**src/rtl/framed_deserializer.sv**
```systemverilog
// Start-bit framed serial receiver: after a start bit, WORDS_PER_FRAME back-to-back words are assembled
// into a one-entry valid/ready register (valid on the last-bit edge); an unconsumed word is overwritten with an overflow pulse.
module framed_deserializer #(
    parameter int   WORD_SIZE       = 8,
    parameter int   WORDS_PER_FRAME = 2,
    parameter logic START_BIT       = 1'b0,
    parameter bit   LSB_FIRST       = 1'b1,
    parameter bit   STOP_BIT_EN     = 1'b1,
    parameter logic STOP_BIT        = 1'b1
) (
    input  logic                               clock,
    input  logic                               reset_n,
    input  logic                               start,
    input  logic                               abort,
    input  logic                               data_in,
    input  logic                               word_ready,
    output logic [WORD_SIZE-1:0]               word_out,
    output logic                               word_valid,
    output logic [$clog2(WORDS_PER_FRAME):0]   word_index,
    output logic                               busy,
    output logic                               frame_done,
    output logic                               stop_error,
    output logic                               overflow
);

    localparam int BW = $clog2(WORD_SIZE);
    localparam int IW = $clog2(WORDS_PER_FRAME) + 1;
    localparam logic [BW-1:0] LAST_BIT  = BW'(WORD_SIZE - 1);
    localparam logic [IW-1:0] LAST_WORD = IW'(WORDS_PER_FRAME - 1);

    typedef enum logic [1:0] {
        IDLE  = 2'd0,
        HUNT  = 2'd1,
        SHIFT = 2'd2,
        STOP  = 2'd3
    } state_t;

    state_t                 state_q;
    logic [WORD_SIZE-1:0]   shift_q;
    logic [BW-1:0]          bit_cnt_q;
    logic [IW-1:0]          word_cnt_q;
    logic [WORD_SIZE-1:0]   word_out_q;
    logic                   word_valid_q;
    logic [IW-1:0]          word_index_q;
    logic                   frame_done_q;
    logic                   stop_error_q;
    logic                   overflow_q;
    logic [WORD_SIZE-1:0]   shift_d;

    // Word as it stands once the bit currently on the line is included.
    always_comb begin
        if (LSB_FIRST) begin
            shift_d = {data_in, shift_q[WORD_SIZE-1:1]};
        end else begin
            shift_d = {shift_q[WORD_SIZE-2:0], data_in};
        end
    end

    always_ff @(posedge clock or negedge reset_n) begin
        if (!reset_n) begin
            state_q      <= IDLE;
            shift_q      <= '0;
            bit_cnt_q    <= '0;
            word_cnt_q   <= '0;
            word_out_q   <= '0;
            word_valid_q <= 1'b0;
            word_index_q <= '0;
            frame_done_q <= 1'b0;
            stop_error_q <= 1'b0;
            overflow_q   <= 1'b0;
        end else begin
            frame_done_q <= 1'b0;
            stop_error_q <= 1'b0;
            overflow_q   <= 1'b0;
            if (word_valid_q && word_ready) begin
                word_valid_q <= 1'b0;
            end

            if (abort && state_q != IDLE) begin
                state_q    <= IDLE;
                shift_q    <= '0;
                bit_cnt_q  <= '0;
                word_cnt_q <= '0;
            end else begin
                case (state_q)
                    IDLE: begin
                        if (start && !abort) begin
                            state_q    <= HUNT;
                            bit_cnt_q  <= '0;
                            word_cnt_q <= '0;
                        end
                    end
                    HUNT: begin
                        if (data_in == START_BIT) begin
                            state_q   <= SHIFT;
                            bit_cnt_q <= '0;
                        end
                    end
                    SHIFT: begin
                        shift_q <= shift_d;
                        if (bit_cnt_q == LAST_BIT) begin
                            word_out_q   <= shift_d;
                            word_valid_q <= 1'b1;
                            word_index_q <= word_cnt_q;
                            overflow_q   <= word_valid_q && !word_ready;
                            bit_cnt_q    <= '0;
                            word_cnt_q   <= word_cnt_q + IW'(1);
                            if (word_cnt_q == LAST_WORD) begin
                                if (STOP_BIT_EN) begin
                                    state_q <= STOP;
                                end else begin
                                    state_q      <= IDLE;
                                    frame_done_q <= 1'b1;
                                end
                            end
                        end else begin
                            bit_cnt_q <= bit_cnt_q + BW'(1);
                        end
                    end
                    STOP: begin
                        state_q      <= IDLE;
                        frame_done_q <= 1'b1;
                        stop_error_q <= (data_in != STOP_BIT);
                    end
                    default: state_q <= IDLE;
                endcase
            end
        end
    end

    assign word_out   = word_out_q;
    assign word_valid = word_valid_q;
    assign word_index = word_index_q;
    assign frame_done = frame_done_q;
    assign stop_error = stop_error_q;
    assign overflow   = overflow_q;
    assign busy       = (state_q != IDLE) || start;

endmodule

```
**config.mk**
```make
export PLATFORM = sky130hd
export DESIGN_NAME = framed_deserializer
export DESIGN_NICKNAME = d
export VERILOG_FILES = /design/src/rtl/framed_deserializer.sv
export SDC_FILE = /design/constraint.sdc
export NUM_CORES = 1
export LEC_CHECK = 0
export CORE_ASPECT_RATIO = 0.75
export CORE_MARGIN = 3
export CORE_UTILIZATION = 47
export CTS_CLUSTER_DIAMETER = 200
export CTS_CLUSTER_SIZE = 25
export DETAILED_ROUTE_END_ITERATION = 8
export HOLD_SLACK_MARGIN = 0.1
export PLACE_DENSITY = 0.72
export SETUP_SLACK_MARGIN = 0.02
export SKIP_LAST_GASP = 1
export SYNTH_ARGS = -nofsm -noshare
export SYNTH_HDL_FRONTEND = slang
export SYNTH_SLANG_ARGS = --single-unit
```
**constraint.sdc**
```tcl
create_clock -name clock -period 1.7 [get_ports clock]
set_input_delay 0.255 -clock clock [delete_from_list [all_inputs] [get_ports clock]]
set_output_delay 0.255 -clock clock [all_outputs]
set_load 0.005 [all_outputs]
```
* After elaboration in Yosys (flattened, before gate mapping) *
Index checks and enable logic that the tools add are counted.

storage, ports and cells
  logic and storage cells = 67
  register bits after elaboration = 29
  output and inout port bits = 15

operators by class
  reductions and logical operators = 16
  add/subtract/negate cells = 2
  bitwise gates (word level) = 2
  mux-type cells = 28
  equal/unequal tests = 9

operator list
  cell                                                                    number
  2-bit two-way mux                                                       8
  8-bit two-way mux                                                       2
  3-bit two-way mux                                                       4
  3-bit != test (second input constant)                                   4
  1-bit two-way mux                                                       11
  3-bit case mux with 3 select lines                                      1
  3-bit AND reduction                                                     3
  2-bit case mux with 4 select lines                                      1
  2-bit by 1-bit equality test with 1-bit output (second input constant)  2
  2-bit equality test (second input constant)                             2
  1-bit logical AND                                                       4
  2-bit case mux with 2 select lines                                      1
  4-bit AND reduction                                                     1
  2-bit nonzero test                                                      2
  4-bit nonzero test                                                      1
  3-bit by 1-bit adder with 3-bit output (second input constant)          1
  3-bit equality test (second input constant)                             1
  3-bit nonzero test                                                      1
  2-bit by 1-bit adder with 2-bit output (second input constant)          1
  1-bit logical NOT                                                       2
  2-bit logical NOT                                                       1
  1-bit NOT                                                               2
  1-bit logical OR                                                        1

* Longest topological paths before layout *
  depth in word-level cells = 5
  gate-level depth with buffers = 8
  gate-level depth less buffers = 6

* Least setup slack after synthesis *
Ideal clock, no wire load.

  path kind = register -> register
  from = reg state_q[0]
  to = reg word_index_q[0] (netlist: word_index[0])
  data arrival time = 1.727 ns
  path buffers = 2
  setup time = 0.125 ns
  clock period less this slack = 1.852 ns
  slack = -0.152 ns
  required time = 1.575 ns
  stages on the path, launching flop included = 9
  cell sequence = dfrtp_1 -> inv_1 -> ha_1 -> nand2b_1 -> and2_1 -> buf_4 -> nand2_4 -> buf_8 -> mux2_4

on the way
  cells in the longest elaborated chain, start to end = 4

ends and longest elaborated chain
  element                                 line  RTL
  start, declared                         38    state_t state_q;
  start signal, assigned                  61    state_q <= IDLE;
  start signal, assigned                  80    state_q <= IDLE;
  start signal, assigned                  88    state_q <= HUNT;
  2-bit nonzero test                      79    if (abort && state_q != IDLE) begin
  1-bit logical AND                       79
  1-bit NOT (no source line)              n/a
  3-bit AND reduction (no source line) *  n/a
  end signal, assigned                    104   word_index_q <= word_cnt_q;
  end, declared                           44    logic [IW-1:0] word_index_q;

Every way passes the cells marked *; elsewhere a longest branch is shown, timed or not.
A chain may end at the register's enable or synchronous reset.

* Worst setup path in the final report *
  from = reg state_q[0]
  to = reg bit_cnt_q[0]

on the way
  cells in the longest elaborated chain, start to end = 4

ends and longest elaborated chain
  element                                                               line  RTL
  2-bit nonzero test                                                    79
  1-bit logical AND                                                     79
  3-bit != test (no source line) or 4-bit nonzero test (tied branches)  n/a
  3-bit AND reduction (no source line)                                  n/a
  end signal, assigned                                                  117   bit_cnt_q <= bit_cnt_q + BW'(1);
  end, declared                                                         40    logic [BW-1:0] bit_cnt_q;

Parallel ways exist; a longest one is shown, timed or not.

==> flow_summary_export.csv <==
group,metric,value,unit
layout,seqCellArea,702,um2
sta,slew_headroom,76.3,%
sta,fin_setup_tns,0,ns
detailed_routing,vias,972,
global_routing,gr-total-overflow,0,
critical_path,path_max_fanout,4,
sta,setup_slack,0.0197,ns
clocking,cts_hold_buf,0,
sta,tightest_slew,0.355,ns
clocking,clock_path_buffers,2,
yosys,synth_top_flop_cell,"dfrtp_1",
power,p_leak,0.903,nW
layout,fillers,204,
yosys,ys_seq_area_share,51.0,%
clocking,cts_tree,"yes",
layout,final_core_util,68.1,%
sta,hold_ws,0.342,ns
critical_path,slowest_stage,"dfrtp_2",
power,powerDensity,1340,nW/um2
detailed_routing,first_pass_iters,4,
clocking,cts_max_level,1,
yosys,synth_edf_count,0,
die,initial_core_util,50.9,%
yosys,syn_inst,117,
place,dp_slack,-0.0774,ns
die,fp.coreArea,2700,um2
detailed_routing,via_per_inst,5.09,
global_routing,grt_max_degree,29,
clocking,clock_latency,0.28,ns
sta,fin_crit_sh,98.8,%
critical_path,crit_path_cell_trace,"inv_4, ha_4, or3b_1, o211ai_2, a21o_2, mux2_4",
layout,layout.nets,171,
critical_path,cp.arrival,1.85,ns
global_routing,antenna_found_initial,0,
yosys,syn-mean-instance-area,11.8,um2
clocking,path_clk_slew,0.10,ns
yosys,synth_cell_types,32,
critical_path,cpPeakStageDelay,0.44,ns
power,clock_power_share,21.4,%
critical_path,crit_family,"flip-flops",
critical_path,crit_buf_inv,1,
die,die_h,52.8,um
power,pwr-share-seq,34.9,%
layout,stdcell_count,191,
global_routing,grt_pass1_vias,1008,
detailed_routing,ant_nets,0,
worst_hold_path,holdCritPathClass,"in2async",
layout,antenna_cells,0,
layout,synthToLayoutAreaGrowth,33.8,%
place,place_congestion,0.852,
power,p_int,1.66,mW
clocking,cts_buffers,3,
power,finalPower,2.47,mW
layout,multiInputGateArea,674,um2
place,dp_hpwl,1780,um
power,ir_worst_vdd,0.000711,V
sta,setup_violations,0,
yosys,syn_nets,132,
die,ios,21,
yosys,ys_ff_latch,28,
power,p_comb_share,43.7,%
sta,period_needed,1.68,ns
detailed_routing,wl_per_cell,13.7,um
detailed_routing,drc,0,
sta,rsz0062_at_grt,"true",
sta,drv_slew,0,
die,die_x,68.5,um
power,swShare,32.8,%
clocking,cts_sinks,28,
critical_path,required,1.87,ns
yosys,async_flop_share,100,%
global_routing,grt_usage,17.0,%
detailed_routing,drt_iter0_drc,54,
place,dpl_cell_area,1690,um2
die,die_area,3620,um2
clocking,cts-root-buf,"clkbuf_8",
detailed_routing,wirelength,2620,um
yosys,syn_area,1380,um2
layout,drive_gt1_share,29.0,%
critical_path,cp-start-kind,"register",
place,portBuffers,20,
place,dp_cells,180,
critical_path,path_class,"reg2reg",
sta,fmax,0.595,GHz
sta,finClkSkew,0.00217,ns
global_routing,grt_pass1_wl,4550,um
power,netSwitchingPower,0.811,mW
critical_path,cp-end-kind,"register",
sta,hold_violations,0,
run,drv_cap,0,
status,outcome,"complete, no violations",
die,num_rows,16,
layout,stdcell_area,1840,um2
yosys,yosysWarnings,0,
-- power by group through the flow --
stage	clock [mW]	sequential, mW	combinational, mW
2_1_floorplan	0	0.880	0.576
3_3_place_gp	0	0.871	0.865
3_5_place_dp	0	0.877	0.896
4_1_cts	0.540	0.860	1.04
5_1_grt	0.571	0.874	1.20
6_report	0.529	0.861	1.08
-- state kept, by name, summed over array words and instances, names as in the netlist --
register,flops
bit_cnt_q,3
frame_done,1
overflow,1
shift_q,7
state_q,2
stop_error,1
word_cnt_q,2
word_index,2
word_out,8
word_valid,1
-- synthesized netlist by cell type, drive strengths merged (2+ instances only) --
library cell	n	area, um2
dfrtp	28	701
nand2	22	90.1
mux2	12	169
ha	9	113
o21ai	7	35.0
inv	4	15.0
mux2i	4	40.0
nand2b	4	25.0
buf	3	27.5
a21o	2	16.3
a21oi	2	10.0
and2	2	12.5
nor2	2	7.51
nor3	2	10.0
o22ai	2	12.5
-- cell type report --
type | count | share of cell area [%]
Inverter | 4 | 0.952
Multi-Input combinational cell | 82 | 36.6
Tap cell | 36 | 2.45
Clock inverter | 1 | 1.63
Sequential cell | 28 | 38.1
Clock buffer | 3 | 2.24
Timing Repair Buffer | 37 | 17.9
-- worst paths after layout --
path	from	cells after the start	slack, ns	end
min reg2reg	shift_q[1]	2	0.49	shift_q[1]
max in group asynchronous	reset_n	2	1.07	state_q[0]
max reg2reg	state_q[0]	6	0.02	bit_cnt_q[0]
min	reset_n	2	0.34	word_out[5]
max	state_q[0]	6	0.02	bit_cnt_q[0]
min in group clock	shift_q[1]	2	0.49	shift_q[1]
-- cells in the final DEF (no fill, tap or decap), drive strengths merged, types with 3 or more instances in the layout --
cell type,netlist,routed
buf,3,17
clkbuf,1,3
clkdlybuf4s50,0,19
dfrtp,28,28
ha,9,9
inv,4,4
mux2,12,12
mux2i,4,4
nand2,22,23
nand2b,4,4
o21ai,7,7
-- logic make-up (layout without fill, tap and decap cells) --
family	Yosys count	count (layout)	synth area share, %
buffers and inverters	8	45	3.37
and+or+nand+nor	39	40	14.1
muxes	16	16	15.2
AOI/OAI and AO/OA	17	17	8.19
DFF	28	28	51.0
adders and majority gates	9	9	8.19
-- per-layer routing --
metal,track usage [%],vias to the layer above,share of wire [%]
li1,-,474,-
met1,20.8,458,45
met2,26.9,32,46
met3,6.22,8,6.3
met4,6.93,0,2.0
met5,0,-,0
-- repair_timing --
action | 4_1_cts | 5_1_grt
gates resized for setup | 5 | 3
buffers inserted | 6 | 0
endpoints found under the setup margin | 3 | 8
gates cloned | 0 | 1
pin swaps | 2 | 2
No activity file was read; power rests on OpenSTA's default activity.
